<file path="src/rtl/cc_game_controller.sv">
// Round controller behind the collision detector: sequences idle/play/hit-freeze/over,
// keeps lives and score, and drives the run enable and clear pulse back to the generators.
module cc_game_controller #(
   parameter int LIVES_INIT  = 3,
   parameter int LIVES_WIDTH = 2,
   parameter int SCORE_WIDTH = 8,
   parameter int HIT_TICKS   = 4
) (
   input  logic                   CC_GAME_CONTROLLER_CLOCK_50,
   input  logic                   CC_GAME_CONTROLLER_RESET_InHigh,
   input  logic                   CC_GAME_CONTROLLER_COLLISION_InLow,
   input  logic                   CC_GAME_CONTROLLER_START_InLow,
   input  logic                   CC_GAME_CONTROLLER_TICK_InHigh,
   output logic                   CC_GAME_CONTROLLER_RUN_OutHigh,
   output logic                   CC_GAME_CONTROLLER_CLEAR_OutHigh,
   output logic                   CC_GAME_CONTROLLER_HIT_OutHigh,
   output logic                   CC_GAME_CONTROLLER_GAMEOVER_OutHigh,
   output logic [LIVES_WIDTH-1:0] CC_GAME_CONTROLLER_LIVES_OutBUS,
   output logic [SCORE_WIDTH-1:0] CC_GAME_CONTROLLER_SCORE_OutBUS
);

   localparam int HIT_WIDTH = $clog2(HIT_TICKS + 1);
   localparam logic [LIVES_WIDTH-1:0] LIVES_LOAD = LIVES_WIDTH'(LIVES_INIT);
   localparam logic [SCORE_WIDTH-1:0] SCORE_MAX  = {SCORE_WIDTH{1'b1}};
   localparam logic [HIT_WIDTH-1:0]   HIT_LOAD   = HIT_WIDTH'(HIT_TICKS);

   typedef enum logic [1:0] {IDLE, PLAY, HIT, OVER} stateT;

   stateT                  state, stateNext;
   logic                   startPrev;
   logic                   startEvent;
   logic [LIVES_WIDTH-1:0] lives, livesNext;
   logic [SCORE_WIDTH-1:0] score, scoreNext;
   logic [HIT_WIDTH-1:0]   hitCnt, hitCntNext;
   logic                   runQ, clearQ, hitQ, overQ;
   logic                   clearNext, hitNext;

   // A press is the falling edge only, so holding the button starts one round.
   assign startEvent = startPrev & ~CC_GAME_CONTROLLER_START_InLow;

   always_comb begin
      stateNext  = state;
      livesNext  = lives;
      scoreNext  = score;
      hitCntNext = hitCnt;
      clearNext  = 1'b0;
      hitNext    = 1'b0;
      case (state)
         IDLE, OVER: begin
            if (startEvent) begin
               stateNext = PLAY;
               clearNext = 1'b1;
               livesNext = LIVES_LOAD;
               scoreNext = '0;
            end
         end
         PLAY: begin
            if (CC_GAME_CONTROLLER_TICK_InHigh) begin
               if (!CC_GAME_CONTROLLER_COLLISION_InLow) begin
                  hitNext   = 1'b1;
                  livesNext = lives - LIVES_WIDTH'(1);
                  if (lives == LIVES_WIDTH'(1)) begin
                     stateNext = OVER;
                  end else begin
                     stateNext  = HIT;
                     hitCntNext = HIT_LOAD;
                  end
               end else if (score != SCORE_MAX) begin
                  scoreNext = score + SCORE_WIDTH'(1);
               end
            end
         end
         HIT: begin
            // The last frozen tick hands back to PLAY with a fresh background.
            if (CC_GAME_CONTROLLER_TICK_InHigh) begin
               hitCntNext = hitCnt - HIT_WIDTH'(1);
               if (hitCnt == HIT_WIDTH'(1)) begin
                  stateNext = PLAY;
                  clearNext = 1'b1;
               end
            end
         end
         default: stateNext = IDLE;
      endcase
   end

   always_ff @(posedge CC_GAME_CONTROLLER_CLOCK_50 or posedge CC_GAME_CONTROLLER_RESET_InHigh) begin
      if (CC_GAME_CONTROLLER_RESET_InHigh) begin
         state     <= IDLE;
         startPrev <= 1'b1;
         lives     <= LIVES_LOAD;
         score     <= '0;
         hitCnt    <= '0;
         runQ      <= 1'b0;
         clearQ    <= 1'b0;
         hitQ      <= 1'b0;
         overQ     <= 1'b0;
      end else begin
         state     <= stateNext;
         startPrev <= CC_GAME_CONTROLLER_START_InLow;
         lives     <= livesNext;
         score     <= scoreNext;
         hitCnt    <= hitCntNext;
         runQ      <= (stateNext == PLAY);
         clearQ    <= clearNext;
         hitQ      <= hitNext;
         overQ     <= (stateNext == OVER);
      end
   end

   assign CC_GAME_CONTROLLER_RUN_OutHigh      = runQ;
   assign CC_GAME_CONTROLLER_CLEAR_OutHigh    = clearQ;
   assign CC_GAME_CONTROLLER_HIT_OutHigh      = hitQ;
   assign CC_GAME_CONTROLLER_GAMEOVER_OutHigh = overQ;
   assign CC_GAME_CONTROLLER_LIVES_OutBUS     = lives;
   assign CC_GAME_CONTROLLER_SCORE_OutBUS     = score;

endmodule

</file>
<file path="config.mk">
export PLATFORM = sky130hd
export DESIGN_NAME = cc_game_controller
export DESIGN_NICKNAME = d
export VERILOG_FILES = /design/src/rtl/cc_game_controller.sv
export SDC_FILE = /design/constraint.sdc
export NUM_CORES = 1
export LEC_CHECK = 0
export BUFFER_PORTS_ARGS = -buffer_cell sky130_fd_sc_hd__buf_2
export CAP_MARGIN = 10
export CORE_MARGIN = 1
export CORE_UTILIZATION = 31
export CTS_CLUSTER_DIAMETER = 100
export DETAILED_ROUTE_END_ITERATION = 10
export HOLD_SLACK_MARGIN = 0.08
export PLACE_DENSITY_LB_ADDON = 0.15
export SYNTH_ARGS = -nofsm -noshare
export SYNTH_HDL_FRONTEND = slang
export SYNTH_SLANG_ARGS = --single-unit
</file>
<file path="constraint.sdc">
create_clock -name CC_GAME_CONTROLLER_CLOCK_50 -period 2 [get_ports CC_GAME_CONTROLLER_CLOCK_50]
set_clock_uncertainty 0.05 [all_clocks]
set_input_delay 0.2 -clock CC_GAME_CONTROLLER_CLOCK_50 [delete_from_list [all_inputs] [get_ports CC_GAME_CONTROLLER_CLOCK_50]]
set_output_delay 0.2 -clock CC_GAME_CONTROLLER_CLOCK_50 [all_outputs]
set_load 0.03 [all_outputs]
</file>
==> results.toml, run 1 <==
[run_status]
status = "finished, final reports clean"

[clock_network]
insertion_delay_ps = 260
clkTransAtPathRegs_ps = 80
numCtsBuffers = 3
cts_root_buffer = "clkbuf_8"
htreeDepth = 1
clock_path_buffers = 2
clock-sinks = 20
cts_tree = "yes"

[die]
initial_core_util = 0.337
row_count = 21
io_pins = 19
die_y_um = 63.4
dieArea_um2 = 4020
core_um2 = 3470
die_w_um = 63.4

[timing]
rsz0062_at_grt = "false"
fin_crit_sh = 0.944
fmax_ghz = 0.530
holdWs_ps = 183
tightestPinTransition_ps = 421
fin_setup_tns_ps = 0
finalSetupViolations = 0
fin_crit_ps = 1890
maxSlewHeadroom = 0.716
final_hold_viol_count = 0
finalMaxSlewViolations = 0

[grt]
grt_pass1_wl_um = 4430
grt_max_degree = 21
grt_remaining_overflow = 0
grt_usage = 0.141
antenna_found_initial = 0
first_global_vias = 977

[routing]
drt-initial-drc-count = 31
wire_per_inst_um = 13.2
num_vias = 1029
drc = 0
drt_pass1_iterations = 4
wirelength_um = 2660
ant_nets = 0
viasPerCell = 5.09

[setup_path]
critPathMaxFanout = 9
cp.arrival_ps = 2000
cp-end-kind = "register"
required_ps = 2110
cp-start-kind = "register"
path_class = "register to register"

[synth]
ys.flop_type = "dfrtp_1"
syn-mean-instance-area_um2 = 9.00
syn_nets = 141
netlist_instances = 130
synth_cell_types = 38
yosysSeqAreaShare = 0.431
synthesis.area_um2 = 1170
synth_edf_count = 0
async_reset_ff_frac = 1.00
ys.warnings.count = 0
yosys_register_bits = 20

[final_layout]
final_core_util = 0.416
nets = 168
drive_gt1_frac = 0.250
n_antenna_cell = 0
area_growth_syn_to_layout_pct = 23.3

[power]
ir_drop_mv = 0.435
p_per_area_nw_per_um2 = 1500
p_leak_nw = 0.662

[placement]
io_buffer_count = 18
place.gp.congestion = 0.764
dp_hpwl_um = 1930

[flow_run]
cap_violations = 0

[hold_path]
hp-class = "primary input to register"
[cell usage in the layout, fill, tap and decap left out, types with 2 or more instances in the layout]
cell           count
nand4_1            2
clkbuf_8           4
a211oi_1           2
dfrtp_1           16
buf_4              7
and3_1             2
nor2b_1            4
o311ai_1           2
nor2_1             3
a31oi_1            3
o211ai_1           4
inv_1             13
nand3_1            7
a21o_1             2
a21oi_1            7
nand2_1           13
ha_1               4
dlygate4sd3_1      2
buf_2             18
o21ai_0           10
dfstp_2            3
nand3b_1           2
nand2b_1           3
mux2i_1            2
or3_1              3
[cells in the mapped netlist (all sizes together), types with 2 or more instances]
cell type  instances  share of area
a211oi             2          0.013
a21o               2          0.013
a21oi              7          0.030
a31oi              3          0.016
and3               2          0.011
clkbuf             4          0.014
dfrtp             17           0.36
dfstp              3          0.067
ha                 6          0.064
inv               13          0.042
mux2i              2          0.017
nand2             14          0.047
nand2b             3          0.016
nand3              7          0.030
nand3b             2          0.013
nand4              2          0.011
nor2               3         0.0096
nor2b              4          0.021
o211ai             4          0.026
o21ai             11          0.047
o311ai             3          0.022
or3                3          0.016
[final cells by class]
class                           count  area [µm²]
Clock buffer                        4        55.1
Fill cell                         359        2030
Inverter                           13        48.8
Multi-Input combinational cell     92         613
Sequential cell                    20         505
Tap cell                           46        57.6
Timing Repair Buffer               27         163
[final timing paths]
check	start	end	slack, ps	depth (start not counted)
max	state[0]	CC_GAME_CONTROLLER_SCORE_OutBUS[2]	110	6
min	CC_GAME_CONTROLLER_COLLISION_InLow	CC_GAME_CONTROLLER_HIT_OutHigh	180	2
max reg2reg	state[0]	CC_GAME_CONTROLLER_SCORE_OutBUS[2]	110	6
min reg2reg	hitCnt[1]	hitCnt[1]	450	2
max in group asynchronous	CC_GAME_CONTROLLER_RESET_InHigh	startPrev	1170	4
min in group asynchronous	CC_GAME_CONTROLLER_RESET_InHigh	CC_GAME_CONTROLLER_SCORE_OutBUS[6]	450	4
[per-layer routing]
metal  global-route usage  vias up  share of wire  wire (µm)
met1                0.175      478           0.51       1360
met3               0.0453        5          0.045        119
met5                    0        -              0          0
met4               0.0341        0          0.013         34
met2                0.234       25           0.43       1140
li1                     -      521              -          -
[state kept, by name, indices dropped and copies added, names as in the netlist]
name                                 cells
CC_GAME_CONTROLLER_CLEAR_OutHigh         1
CC_GAME_CONTROLLER_HIT_OutHigh           1
CC_GAME_CONTROLLER_LIVES_OutBUS          2
hitCnt                                   3
CC_GAME_CONTROLLER_RUN_OutHigh           1
CC_GAME_CONTROLLER_GAMEOVER_OutHigh      1
state                                    2
startPrev                                1
CC_GAME_CONTROLLER_SCORE_OutBUS          8
[repair_timing]
item                       CTS  global route
buffers inserted             0             0
resized for setup            0             5
hold buffers                 2             0
setup endpoints to repair    0             8
hold endpoints to repair    18             0
[where the power goes]
part | leakage [nW] | internal (mW) | switching [mW]
Clock | 0.0288 | 0.175 | 0.134
Combinational | 0.379 | 0.474 | 0.717
Sequential | 0.254 | 0.543 | 0.126
Total | 0.662 | 1.19 | 0.976
[cells by family after synthesis]
group           after synthesis  share of synthesized area
flops                        20                      0.431
compound gates               37                      0.205
mux                           2                     0.0171
fa+ha+maj                     6                     0.0642
simple gates                 47                      0.217
buf+inv                      18                     0.0652
[worst max-delay path: stages (launching register included)]
cell      delay (ps)
dfrtp_1          420
inv_1             90
ha_4             290
nand2b_1          80
a22o_2           290
or3_1            320
o311ai_1         240
[stage by stage]
step | setup slack (ps) | instance area, µm² | cells | total power [mW]
final | 113 | 1440 | 202 | 2.17
after global placement | 110 | 1340 | 196 | 1.78
after detailed placement | 35.8 | 1340 | 196 | 1.80
after global routing | 3.97 | 1440 | 202 | 2.33
after CTS | 16.0 | 1420 | 202 | 2.13
after floorplan | 93.1 | 1170 | 130 | 1.48
(Power assumes the default switching activity.)
==> run 2: changes to the inputs <==
ABC_AREA = 1   (was unset)
clock period = 1.5 ns   (was 2 ns; I/O delays follow)
==> run 2 against run 1 <==
Clock-buffer cell count down 1. Routed wire length increased by 2.2%. Non-clock buffer count rose by 2. Critical path type unchanged. The flow now finishes with violations (negative setup slack). Combinational power increased by 61%. Setup slack got worse by 110 ps. Largest power group unchanged. Synthesized cell count increased by 23%.
==> results.toml, run 2 <==
[routing]
drt-initial-drc-count = 35
viasPerCell = 4.54
num_vias = 1090
wire_per_inst_um = 11.3
wirelength_um = 2720
drt_pass1_iterations = 4
drc = 0
ant_nets = 0

[synth]
yosys-top-cells-count = "56 x nand2_1, 21 x inv_1, 21 x nor2_1, 17 x dfrtp_1"
ys.flop_type = "dfrtp_1"
yosys_register_bits = 20
synth_top_cell_by_area = "dfrtp_1"
synth_cell_types = 22
synth_edf_count = 0
synth_top_area_share = 0.362
syn-mean-instance-area_um2 = 7.34
ys_top_cells_by_area = "dfrtp_1 36%, nand2_1 18%, dfstp_2 6.7%"
syn_nets = 171
synth.most_common_cell = "nand2_1"
yosysSeqAreaShare = 0.429
netlist_instances = 160
ys.warnings.count = 0
async_reset_ff_frac = 1.00
synthesis.area_um2 = 1170

[grt]
grt_max_degree = 21
grt_pass1_wl_um = 4800
grt_remaining_overflow = 0
antenna_found_initial = 0
first_global_vias = 1085
grt_usage = 0.153

[final_layout]
largest_reg_flops = 8
mostFrequentLayoutCells = "46 x nand2_1, 19 x inv_1, 19 x nor2_1"
final_cells = 240
layout_commonest_cell = "nand2_1"
drive_gt1_frac = 0.370
nets = 204
n_antenna_cell = 0
area_growth_syn_to_layout_pct = 37.0

[die]
core_um2 = 3660
die_y_um = 63.6
die_w_um = 63.6
io_pins = 19
dieArea_um2 = 4040
initial_core_util = 0.321
row_count = 22

[hold_path]
hp-class = "primary input to register"
hold_path_depth = 4

[setup_path]
slowest_stage = "dfrtp_1"
cp-start-kind = "register"
required_ps = 1610
path_class = "register to register"
path_cells = "inv_2 > ha_4 > inv_4 > buf_6 > a21oi_2 > nor2_1 > nand3_2 > buf_4"
critPathMaxFanout = 4
cp.depth = 8
path_buf_inv = 4
cp-end-kind = "register"
cp_top_family = "buffers and inverters"
slowest_delay_ps = 420
cp.arrival_ps = 1620
worst-r2r-cell-count = 8

[timing]
setup_ws_ps = -1.79
fmax_ghz = 0.666
fin_crit_ps = 1500
fin_crit_sh = 1.00
rsz0062_at_grt = "true"
maxSlewHeadroom = 0.824
tightestPinTransition_ps = 264
fin_setup_tns_ps = -1.79
holdWs_ps = 182
finalSetupViolations = 1
finalMaxSlewViolations = 0
final_hold_viol_count = 0

[flow_run]
cap_violations = 0

[power]
pwr-share-comb = 0.582
ir_drop_mv = 1.06
seqPwrFrac = 0.252
p_leak_nw = 0.806
p_per_area_nw_per_um2 = 2030
p_switching_mw = 1.46
p_sw_frac = 0.446
intPower_mw = 1.81
p_clk_frac = 0.166

[placement]
dp.cells = 233
place.gp.congestion = 0.862
dp_hpwl_um = 1930
io_buffer_count = 18
post-place-ws_ps = -72.5

[clock_network]
htreeDepth = 1
cts_root_buffer = "clkbuf_8"
clkTransAtPathRegs_ps = 80
clock_path_buffers = 2
insertion_delay_ps = 260
clock-sinks = 20
numCtsBuffers = 3
cts_tree = "yes"

[run_status]
status = "finished, violations left"
violations = "negative setup slack"
-- run 2: cell types whose count changed in the layout (fill, tap and decap cells not counted), sizes merged, moves of 3 or more --
| cell | previous run | this run |
|---|---|---|
| nand2b | 3 | 0 |
| a31oi | 3 | 0 |
| or3 | 3 | 0 |
| nand2 | 14 | 57 |
| nor2 | 3 | 24 |
| o211ai | 4 | 0 |
| nor2b | 4 | 0 |
| o311ai | 3 | 0 |
| inv | 13 | 23 |
| nand3 | 7 | 10 |
| o21ai | 11 | 7 |
-- run 2: tightest hold or removal path, stage by stage --
cell and delay, ps:
buf_2 120, nand2_1 70, nand2_1 90, o21ai_1 60
-- run 2: cell type report --
class | count | area (µm²)
Inverter | 23 | 91.3
Sequential cell | 20 | 508
Clock buffer | 3 | 41.3
Tap cell | 48 | 60.1
Multi-Input combinational cell | 116 | 693
Fill cell | 377 | 2050
Clock inverter | 1 | 30.0
Timing Repair Buffer | 29 | 185
-- run 2: worst paths after layout --
kind                                                    start                                  to  slack (ps)
max                                                  state[0]                            state[0]          -2
max reg2reg                                          state[0]                            state[0]          -2
max in group asynchronous     CC_GAME_CONTROLLER_RESET_InHigh                           startPrev         730
min                        CC_GAME_CONTROLLER_COLLISION_InLow  CC_GAME_CONTROLLER_LIVES_OutBUS[0]         180
min in group asynchronous     CC_GAME_CONTROLLER_RESET_InHigh  CC_GAME_CONTROLLER_SCORE_OutBUS[7]         400
min reg2reg                CC_GAME_CONTROLLER_LIVES_OutBUS[1]  CC_GAME_CONTROLLER_LIVES_OutBUS[1]         450
-- run 2: routing by layer --
metal	track usage	vias up	routed length [µm]
li1	-	561	-
met1	0.183	502	1170
met2	0.274	22	1410
met3	0.0217	5	86
met4	0.0597	0	45
met5	0	-	0
-- run 2: cell families after synthesis --
logic type | after synthesis | share of synthesized area
buf+inv | 24 | 0.0799
fa+ha+maj | 6 | 0.0639
flops | 20 | 0.429
compound gates | 18 | 0.0927
simple gates | 91 | 0.327
xor+xnor | 1 | 0.00746
-- run 2: power groups by stage --
stage               combinational [mW]  sequential [mW]  clock, mW
finish                            1.91            0.824      0.545
global route                      2.14            0.844      0.583
CTS                               1.74            0.818      0.558
detailed placement                1.53            0.809          0
global placement                  1.50            0.800          0
floorplan                        0.860             1.00          0
-- run 2: stage by stage --
| stage | total power, mW | cell area [µm²] | utilization |
|---|---|---|---|
| global route | 3.57 | 1610 | 0.440 |
| detailed placement | 2.34 | 1380 | 0.377 |
| CTS | 3.11 | 1560 | 0.425 |
| floorplan | 1.86 | 1180 | - |
| global placement | 2.30 | 1380 | 0.377 |
| finish | 3.27 | 1610 | 0.440 |
-- run 2: repair_timing --
item / CTS / global route
cloned: 0 / 0
endpoints found under the setup margin: 11 / 15
hold buffers: 2 / 0
endpoints found under the hold margin: 18 / 0
setup buffers: 0 / 1
resized for setup: 18 / 16
pin swaps: 9 / 6
